**src/rtl/scalar_write_back_unit_if.sv**
```systemverilog
// Handshake bundle between the execute/memory producers, the
// write-back unit and the scalar register file write port.
interface scalar_write_back_unit_if #(
    parameter int DATA_LEN       = 32,
    parameter int SCALAR_REG_LEN = 64
);
    logic                      rdy_in;
    logic                      alu_valid;
    logic                      alu_ready;
    logic [4:0]                alu_rd;
    logic [SCALAR_REG_LEN-1:0] alu_data;
    logic                      mem_valid;
    logic                      mem_ready;
    logic [4:0]                mem_rd;
    logic [DATA_LEN-1:0]       mem_data;
    logic [1:0]                mem_size;
    logic                      mem_unsigned;
    logic [1:0]                rf_signal;
    logic [4:0]                rf_rd;
    logic [SCALAR_REG_LEN-1:0] rf_data;
    logic                      write_back_enabled;
    logic [1:0]                rf_status;
    logic                      wb_busy;
    logic                      wb_done;

    modport slave (
        input  rdy_in, alu_valid, alu_rd, alu_data,
        input  mem_valid, mem_rd, mem_data, mem_size, mem_unsigned,
        input  rf_status,
        output alu_ready, mem_ready,
        output rf_signal, rf_rd, rf_data, write_back_enabled,
        output wb_busy, wb_done
    );

    modport master (
        output rdy_in, alu_valid, alu_rd, alu_data,
        output mem_valid, mem_rd, mem_data, mem_size, mem_unsigned,
        output rf_status,
        input  alu_ready, mem_ready,
        input  rf_signal, rf_rd, rf_data, write_back_enabled,
        input  wb_busy, wb_done
    );
endinterface

```
**src/rtl/scalar_write_back_unit.sv**
```systemverilog
// Scalar write-back stage: buffers ALU and load results in an
// in-order FIFO and drains them one at a time into the register file.
module scalar_write_back_unit #(
    parameter int DATA_LEN       = 32,
    parameter int SCALAR_REG_LEN = 64,
    parameter int FIFO_DEPTH     = 4
) (
    input  logic                     clk,
    input  logic                     rst,
    scalar_write_back_unit_if.slave  bus
);
    localparam int PW = $clog2(FIFO_DEPTH);
    localparam int CW = PW + 1;
    localparam logic [CW-1:0] DEPTH_C = CW'(FIFO_DEPTH);
    localparam logic [1:0] SCALAR_RF_WRITE = 2'b01;
    localparam logic [1:0] RF_FINISHED     = 2'b01;

    typedef enum logic [1:0] {IDLE, ISSUE, WAIT} state_t;

    logic [4:0]                rd_mem   [FIFO_DEPTH];
    logic [SCALAR_REG_LEN-1:0] data_mem [FIFO_DEPTH];

    logic [PW-1:0] wptr_q, wptr_d, rptr_q, rptr_d, rptr_nx, alu_slot;
    logic [CW-1:0] count_q, count_d, free;
    logic          mem_fire, alu_fire, mem_push, alu_push, pop;
    logic [SCALAR_REG_LEN-1:0] mem_ext;

    state_t                    state_q;
    logic                      wbe_q;
    logic [1:0]                sig_q;
    logic [4:0]                rd_q;
    logic [SCALAR_REG_LEN-1:0] data_q;
    logic                      done_q;

    function automatic logic [SCALAR_REG_LEN-1:0] extend(
        input logic [DATA_LEN-1:0] raw,
        input logic [1:0]          size,
        input logic                uns
    );
        logic [SCALAR_REG_LEN-1:0] r;
        logic                      s;
        case (size)
            2'b00: begin
                s = raw[7] & ~uns;
                r = {{(SCALAR_REG_LEN-8){s}}, raw[7:0]};
            end
            2'b01: begin
                s = raw[15] & ~uns;
                r = {{(SCALAR_REG_LEN-16){s}}, raw[15:0]};
            end
            default: begin
                s = raw[DATA_LEN-1] & ~uns;
                r = {{(SCALAR_REG_LEN-DATA_LEN){s}}, raw};
            end
        endcase
        return r;
    endfunction

    // Accept logic: loads need one slot, ALU needs a second one when a load
    // competes in the same cycle. Nothing is accepted while in reset.
    always_comb begin
        free          = DEPTH_C - count_q;
        bus.mem_ready = bus.rdy_in & ~rst & (free != '0);
        bus.alu_ready = bus.rdy_in & ~rst &
                        ((free >= CW'(2)) | ((free != '0) & ~bus.mem_valid));
        mem_fire = bus.mem_valid & bus.mem_ready;
        alu_fire = bus.alu_valid & bus.alu_ready;
        mem_push = mem_fire & (bus.mem_rd != 5'd0);
        alu_push = alu_fire & (bus.alu_rd != 5'd0);
        pop      = bus.rdy_in & (state_q == WAIT) &
                   (bus.rf_status == RF_FINISHED);
        mem_ext  = extend(bus.mem_data, bus.mem_size, bus.mem_unsigned);
        alu_slot = wptr_q + PW'(mem_push);
        wptr_d   = alu_slot + PW'(alu_push);
        rptr_nx  = rptr_q + PW'(1);
        rptr_d   = pop ? rptr_nx : rptr_q;
        count_d  = count_q + CW'(mem_push) + CW'(alu_push) - CW'(pop);
    end

    // Result storage; the load lands first so it retires before the ALU result.
    always_ff @(posedge clk) begin
        if (mem_push) begin
            rd_mem[wptr_q]   <= bus.mem_rd;
            data_mem[wptr_q] <= mem_ext;
        end
        if (alu_push) begin
            rd_mem[alu_slot]   <= bus.alu_rd;
            data_mem[alu_slot] <= bus.alu_data;
        end
    end

    // FIFO pointers and occupancy.
    always_ff @(posedge clk) begin
        if (rst) begin
            wptr_q  <= '0;
            rptr_q  <= '0;
            count_q <= '0;
        end else begin
            wptr_q  <= wptr_d;
            rptr_q  <= rptr_d;
            count_q <= count_d;
        end
    end

    // Drain FSM with registered register-file outputs; frozen when rdy_in is low.
    always_ff @(posedge clk) begin
        if (rst) begin
            state_q <= IDLE;
            wbe_q   <= 1'b0;
            sig_q   <= 2'b00;
            rd_q    <= 5'd0;
            data_q  <= '0;
            done_q  <= 1'b0;
        end else if (bus.rdy_in) begin
            done_q <= 1'b0;
            unique case (state_q)
                IDLE: begin
                    if (count_q != '0) begin
                        state_q <= ISSUE;
                        wbe_q   <= 1'b1;
                        sig_q   <= SCALAR_RF_WRITE;
                        rd_q    <= rd_mem[rptr_q];
                        data_q  <= data_mem[rptr_q];
                    end
                end
                ISSUE: begin
                    state_q <= WAIT;
                    wbe_q   <= 1'b0;
                    sig_q   <= 2'b00;
                end
                WAIT: begin
                    if (bus.rf_status == RF_FINISHED) begin
                        done_q <= 1'b1;
                        if (count_q > CW'(1)) begin
                            state_q <= ISSUE;
                            wbe_q   <= 1'b1;
                            sig_q   <= SCALAR_RF_WRITE;
                            rd_q    <= rd_mem[rptr_nx];
                            data_q  <= data_mem[rptr_nx];
                        end else begin
                            state_q <= IDLE;
                        end
                    end
                end
                default: state_q <= IDLE;
            endcase
        end
    end

    assign bus.write_back_enabled = wbe_q;
    assign bus.rf_signal          = sig_q;
    assign bus.rf_rd              = rd_q;
    assign bus.rf_data            = data_q;
    assign bus.wb_done            = done_q;
    assign bus.wb_busy            = (count_q != '0) | (state_q != IDLE);
endmodule

```
**src/flat_wrapper.sv**
```systemverilog
// flat-port wrapper written by rule: the top's interface ports become plain ports
module scalar_write_back_unit_flat 
#(
    parameter int DATA_LEN       = 32,
    parameter int SCALAR_REG_LEN = 64,
    parameter int FIFO_DEPTH     = 4
)
  (clk, rst, bus_rdy_in, bus_alu_valid, bus_alu_rd, bus_alu_data, bus_mem_valid, bus_mem_rd, bus_mem_data, bus_mem_size, bus_mem_unsigned, bus_rf_status, bus_alu_ready, bus_mem_ready, bus_rf_signal, bus_rf_rd, bus_rf_data, bus_write_back_enabled, bus_wb_busy, bus_wb_done);
  scalar_write_back_unit_if #(.DATA_LEN(DATA_LEN), .SCALAR_REG_LEN(SCALAR_REG_LEN)) bus_i ();
  input  logic clk;
  input  logic rst;
  input wire logic [$bits(bus_i.rdy_in)-1:0] bus_rdy_in;
  input wire logic [$bits(bus_i.alu_valid)-1:0] bus_alu_valid;
  input wire logic [$bits(bus_i.alu_rd)-1:0] bus_alu_rd;
  input wire logic [$bits(bus_i.alu_data)-1:0] bus_alu_data;
  input wire logic [$bits(bus_i.mem_valid)-1:0] bus_mem_valid;
  input wire logic [$bits(bus_i.mem_rd)-1:0] bus_mem_rd;
  input wire logic [$bits(bus_i.mem_data)-1:0] bus_mem_data;
  input wire logic [$bits(bus_i.mem_size)-1:0] bus_mem_size;
  input wire logic [$bits(bus_i.mem_unsigned)-1:0] bus_mem_unsigned;
  input wire logic [$bits(bus_i.rf_status)-1:0] bus_rf_status;
  output wire logic [$bits(bus_i.alu_ready)-1:0] bus_alu_ready;
  output wire logic [$bits(bus_i.mem_ready)-1:0] bus_mem_ready;
  output wire logic [$bits(bus_i.rf_signal)-1:0] bus_rf_signal;
  output wire logic [$bits(bus_i.rf_rd)-1:0] bus_rf_rd;
  output wire logic [$bits(bus_i.rf_data)-1:0] bus_rf_data;
  output wire logic [$bits(bus_i.write_back_enabled)-1:0] bus_write_back_enabled;
  output wire logic [$bits(bus_i.wb_busy)-1:0] bus_wb_busy;
  output wire logic [$bits(bus_i.wb_done)-1:0] bus_wb_done;
  assign bus_i.rdy_in = bus_rdy_in;
  assign bus_i.alu_valid = bus_alu_valid;
  assign bus_i.alu_rd = bus_alu_rd;
  assign bus_i.alu_data = bus_alu_data;
  assign bus_i.mem_valid = bus_mem_valid;
  assign bus_i.mem_rd = bus_mem_rd;
  assign bus_i.mem_data = bus_mem_data;
  assign bus_i.mem_size = bus_mem_size;
  assign bus_i.mem_unsigned = bus_mem_unsigned;
  assign bus_i.rf_status = bus_rf_status;
  assign bus_alu_ready = bus_i.alu_ready;
  assign bus_mem_ready = bus_i.mem_ready;
  assign bus_rf_signal = bus_i.rf_signal;
  assign bus_rf_rd = bus_i.rf_rd;
  assign bus_rf_data = bus_i.rf_data;
  assign bus_write_back_enabled = bus_i.write_back_enabled;
  assign bus_wb_busy = bus_i.wb_busy;
  assign bus_wb_done = bus_i.wb_done;
  scalar_write_back_unit #(.DATA_LEN(DATA_LEN), .SCALAR_REG_LEN(SCALAR_REG_LEN), .FIFO_DEPTH(FIFO_DEPTH)) u_core (.clk(clk), .rst(rst), .bus(bus_i));
endmodule
```
**config.mk**
```make
export PLATFORM = sky130hd
export DESIGN_NAME = scalar_write_back_unit_flat
export DESIGN_NICKNAME = d
export VERILOG_FILES = /design/src/rtl/scalar_write_back_unit_if.sv /design/src/rtl/scalar_write_back_unit.sv /design/src/flat_wrapper.sv
export SDC_FILE = /design/constraint.sdc
export NUM_CORES = 1
export LEC_CHECK = 0
export CORE_MARGIN = 3
export CORE_UTILIZATION = 40
export DETAILED_ROUTE_END_ITERATION = 7
export PLACE_DENSITY_LB_ADDON = 0.2
export SLEW_MARGIN = 20
export SYNTH_ARGS = -nofsm -noshare
export SYNTH_HDL_FRONTEND = slang
export SYNTH_SLANG_ARGS = --single-unit
```
**constraint.sdc**
```tcl
create_clock -name clk -period 9.3 [get_ports clk]
set_input_delay 2.325 -clock clk [delete_from_list [all_inputs] [get_ports clk]]
set_output_delay 2.325 -clock clk [all_outputs]
set_load 0.01 [all_outputs]
```
[Word level (Yosys, flattened, before mapping)]
Memories as Yosys holds them, arrays and structs flattened. A register that Yosys moved wholly into a read port is not among the register bits.
Cells that the tools add are included.
W data, S select, Z words.
Word-level totals
  register bits after elaboration: 82
  latch bits: 0
  RAM bits: 276
  ROM bits: 0
  input bits: 116
  output and inout bits: 76
  word-level logic and storage cells: 87
  memories: 2
Memory list
  u_core.data_mem: words 4, width 64, rd ports 2, clocked after Yosys merged registers in 1, wr ports 2, RTL line scalar_write_back_unit.sv:21  | logic [SCALAR_REG_LEN-1:0] data_mem [FIFO_DEPTH];
  u_core.rd_mem: words 4, width 5, rd ports 2, clocked after Yosys merged registers in 1, wr ports 2, RTL line scalar_write_back_unit.sv:20  | logic [4:0] rd_mem [FIFO_DEPTH];
Cells by class
  add/sub/neg operators: 7
  multipliers: 0
  div/mod/pow operators: 0
  order comparisons: 2
  eq/ne operators: 7
  shift operators: 0
  multiplexer cells: 30
  bitwise operators: 18
  reductions and logical operators: 12
Operators with widths (number)
  $pmux W64 S2: 2
  $mux W64: 3
  $mux W2: 8
  $mux W5: 3
  $and A1 B1 Y1: 13
  $pmux W2 S3: 2
  $mux W1: 10
  $pmux W5 S2: 1
  $reduce_and A5 Y1: 2
  $reduce_bool A5 Y1: 2
  $reduce_bool A3 Y1: 3
  $add A3 B1 Y3: 2
  $eq A2 B1 Y1 const B: 3
  $add A2 B1 Y2: 2
  $logic_not A2 Y1: 2
  $ne A2 B2 Y1 const B: 2
  $reduce_bool A2 Y1: 2
  $ge A3 B2 Y1 const B: 1
  $gt A3 B1 Y1 const B: 1
  $not A1 Y1: 3
  $pmux W1 S3: 1
  $reduce_and A3 Y1: 1
  $sub A3 B1 Y3: 1
  $sub A3 B3 Y3 const A: 1
  4 further kinds: 5

[Logic depth before layout (Yosys ltp)]
  word-level depth: 9
  mapped depth: 12
  gate-level depth less buffers: 12

[Worst setup path before layout]
No wires, ideal clock.
  path type: input port to flip-flop
  from: in rst
  to: mem u_core.data_mem[0][0] (enable)
  setup time: 599 ps
  arrival: 8065 ps
  required time: 8701 ps
  slack: 636 ps
  stages: 4
  buffers on the path: 1
  cells stage by stage: clkbuf_1 nor4bb_1 o21ai_0 o31ai_1
RTL lines
  start, declared: RTL line flat_wrapper.sv:11  | input logic rst;
  end, declared: RTL line scalar_write_back_unit.sv:21

[Worst setup path after layout]
  from: in bus_rdy_in
  to: out bus_alu_ready
On the way
  longest elaborated chain between the ends: 2
RTL lines
  start, declared: RTL line flat_wrapper.sv:12  | input wire logic [$bits(bus_i.rdy_in)-1:0] bus_rdy_in;
  $and A1 B1 Y1 (2 in series): RTL line scalar_write_back_unit.sv:64  | bus.alu_ready = bus.rdy_in & ~rst &
  end, declared: RTL line flat_wrapper.sv:22  | output wire logic [$bits(bus_i.alu_ready)-1:0] bus_alu_ready;
No other way between the ends.

==> results by group <==
Synth
  – Syn avg cell area: 14.4 um^2
  – Synthesis-stage register bit count: between 300 and 400
  – Post-synth ARST share: 0
  – Synth cell types: 42
  – Synthesis Warnings: 0
  – Syn Inst Count: roughly 1300
  – Post-synth EDFFs: 276
  – Synth top area share: 0.429
  – Seq/Total Area, Yosys: 0.514
  – Synth area leaders: edfxtp_1 43%, mux4_2 16%, dfxtp_1 8.5%
  – Syn nets: 1472
  – Area leader, netlist: edfxtp_1
  – Top FF cell, synth: edfxtp_1
  – Synth Cell Area: ~19000 um^2

Finish
  – Diodes inserted: 0
  – Ratio of cells with drive above 1 in the final layout: 0.254
  – Area grow syn2layout: 19.1%
  – Area occupied by registers: 9940 um^2
  – Most frequent cells in the layout: 276 x edfxtp_1, 189 x clkdlybuf4s50_1, 138 x mux4_2
  – Nets@finish: 1601
  – Area of the multi-input gates: approximately 8500 um^2
  – Fill cells: slightly above 4000
  – Commonest non-fill, non-tap cell in the layout: edfxtp_1
  – Finished Layout Cells: 2112

Hold path
  – Min-Delay Path Depth: 2
  – Worst Hold Launch: u_core.bus.rf_data[3]
  – Worst hold endpoint: u_core.bus.rf_data[3]
  – Min-delay worst type: reg -> reg

Timing
  – Worst rel slew slack: 0.182
  – Fmax: 0.152 GHz
  – Final setup fails: 0
  – TNS Setup: 0 ns
  – Fin crit period: 6.57 ns
  – RSZ-0062 raised after global routing: no
  – Worst Tran Pin Value: 1.20 ns
  – Final Hold Viols: 0
  – Post-Route Skew: 0.0187 ns
  – Period Utilization, post-route: 0.707
  – Slew Viols, Final: 0
  – WHS: 0.453 ns

Drt
  – Routed wire length per instance: between 20 and 30 um
  – Post-route ant nets: 0
  – DR vias: roughly 13000
  – Via density: 5.92
  – Drt first pass iters: 4
  – Wirelength, routed: 54700 um
  – DRC Markers: 0
  – Initial drt markers: between 1000 and 1500

Worst setup path
  – Setup crit end kind: output pin
  – Flop2flop setup slack: 4.70 ns
  – Critical Path AT: 4.25 ns
  – Worst Path Max Fanout: 9
  – CP startpoint kind: input pin
  – FF-to-FF End: u_core.data_mem[1][23]
  – Reg2reg path depth: 13
  – Critical path type: in -> out
  – Worst r2r src: u_core.count_q[0]
  – Worst Path Required: 6.98 ns

Die
  – Num rows: 79
  – DIE AREA: 51000 um^2
  – Die height: about 230 um
  – CORE AREA: 47100 um^2
  – # IOs: 192
  – Die W: roughly 230 um
  – Starting Density: 0.410

Global route
  – First-pass GRT wire length: approximately 83000 um
  – Initial antenna violation count: 0
  – Largest net degree at the start of global routing: 128
  – GR Overflow Total: 0
  – GR Util All Layers: 0.215
  – Number of global-route vias before repair: 13300

Clock network
  – Worst skew pair latency: 0.56 ns
  – Clk root buf: clkbuf_16
  – # hold bufs at CTS: 0
  – CTS clk-pin slew, worst paths: approximately 0.060 ns
  – Max Root-Sink Buffers: 3
  – Inserted Clock Buffers: 41
  – Clock Sinks: 358
  – Post-CTS setup buffers: 0
  – TritonCTS clock tree: built
  – Htree depth: 2
  – Resized cells post-CTS: 0

Pwr
  – Max VDD drop: 104 uV
  – Lkg Pwr: 0.00842 uW
  – Pwr/cell area: ~190 nW/um^2

Placement
  – Routability cong.: 0.747
  – Placed Instances: about 2000
  – Post-DP HPWL: 30200 um
  – Port buffer count: 190

Outcome
  – Status: finished clean

Flow run
  – Max_cap viols: 0
[power breakdown]
part | leakage, uW | internal (uW) | switching (uW)
logic | 0.00456 | 349 | 399
registers | 0.00321 | 1860 | 65.4
clock network | 0.000661 | 941 | 654
[synth_stat cells (all sizes together), types with 44 or more instances]
cell and instances:
a2111oi 69, mux2i 129, clkbuf 72, mux4 138
dfxtp 82, nand2 44, inv 111, a211oi 69
and2 70, mux2 148, buf 58, edfxtp 276
[how the worst max path moves through the flow]
stage                                   endpoint  depth (start not counted)          start
after floorplan            u_core.data_mem[0][0]                          4            rst
after global placement    u_core.data_mem[0][17]                         10  bus_mem_rd[0]
after detailed placement  u_core.data_mem[1][23]                         11  bus_mem_rd[0]
after CTS                          bus_alu_ready                          4     bus_rdy_in
after global routing               bus_alu_ready                          4     bus_rdy_in
final                              bus_alu_ready                          4     bus_rdy_in
[logic make-up (layout without fill, tap and decap cells)]
| logic type | count (synthesis) | after routing | share of synthesized area |
|---|---|---|---|
| DFF | 358 | 358 | 0.514 |
| buffers and inverters | 241 | 402 | 0.0540 |
| and+or+nand+nor | 150 | 150 | 0.0423 |
| adders and majority gates | 12 | 12 | 0.00854 |
| xor gates and xnor gates | 5 | 5 | 0.00226 |
| other | 1 | 1 | 0.000194 |
| muxes | 415 | 415 | 0.314 |
| AOI/OAI and AO/OA | 162 | 162 | 0.0654 |
[registers in the layout, indices dropped and copies added (netlist names), named ones only]
signal and count:
u_core.bus.rf_data 64, u_core.bus.rf_rd 5, u_core.bus.rf_signal 1, u_core.bus.wb_done 1, u_core.count_q 3, u_core.data_mem 256
u_core.rd_mem 20, u_core.rptr_q 2, u_core.state_q 2, u_core.wptr_q 2
[final cells by class]
class                      instances  area share
sequential                       358       0.432
inverter                         111      0.0181
clock inverter                    10     0.00217
timing repair buffer             216      0.0917
multi-input combinational        745       0.367
clock buffer                      65      0.0555
tap                              607      0.0330
[routing by layer]
layer,share of wire,GRT usage
met4,0.025,0.0592
met3,0.051,0.0357
met5,0,0
met2,0.49,0.361
met1,0.43,0.289
[metrics by stage]
stage	total power (uW)	instance area, um^2	worst slack, ns	utilization
2_1_floorplan	2360	19300	0.636	-
3_3_place_gp	2700	21700	2.39	0.460
3_5_place_dp	2710	21700	2.33	0.460
4_1_cts	4310	23000	2.73	0.488
5_1_grt	4440	23000	2.62	0.488
6_report	4270	23000	2.73	0.488
[worst max-delay path: stages]
cell and delay [ns]:
clkdlybuf4s50_1 0.72, nand2b_1 0.14, a31oi_2 0.43, clkdlybuf4s50_1 0.63
(Power assumes the default switching activity.)
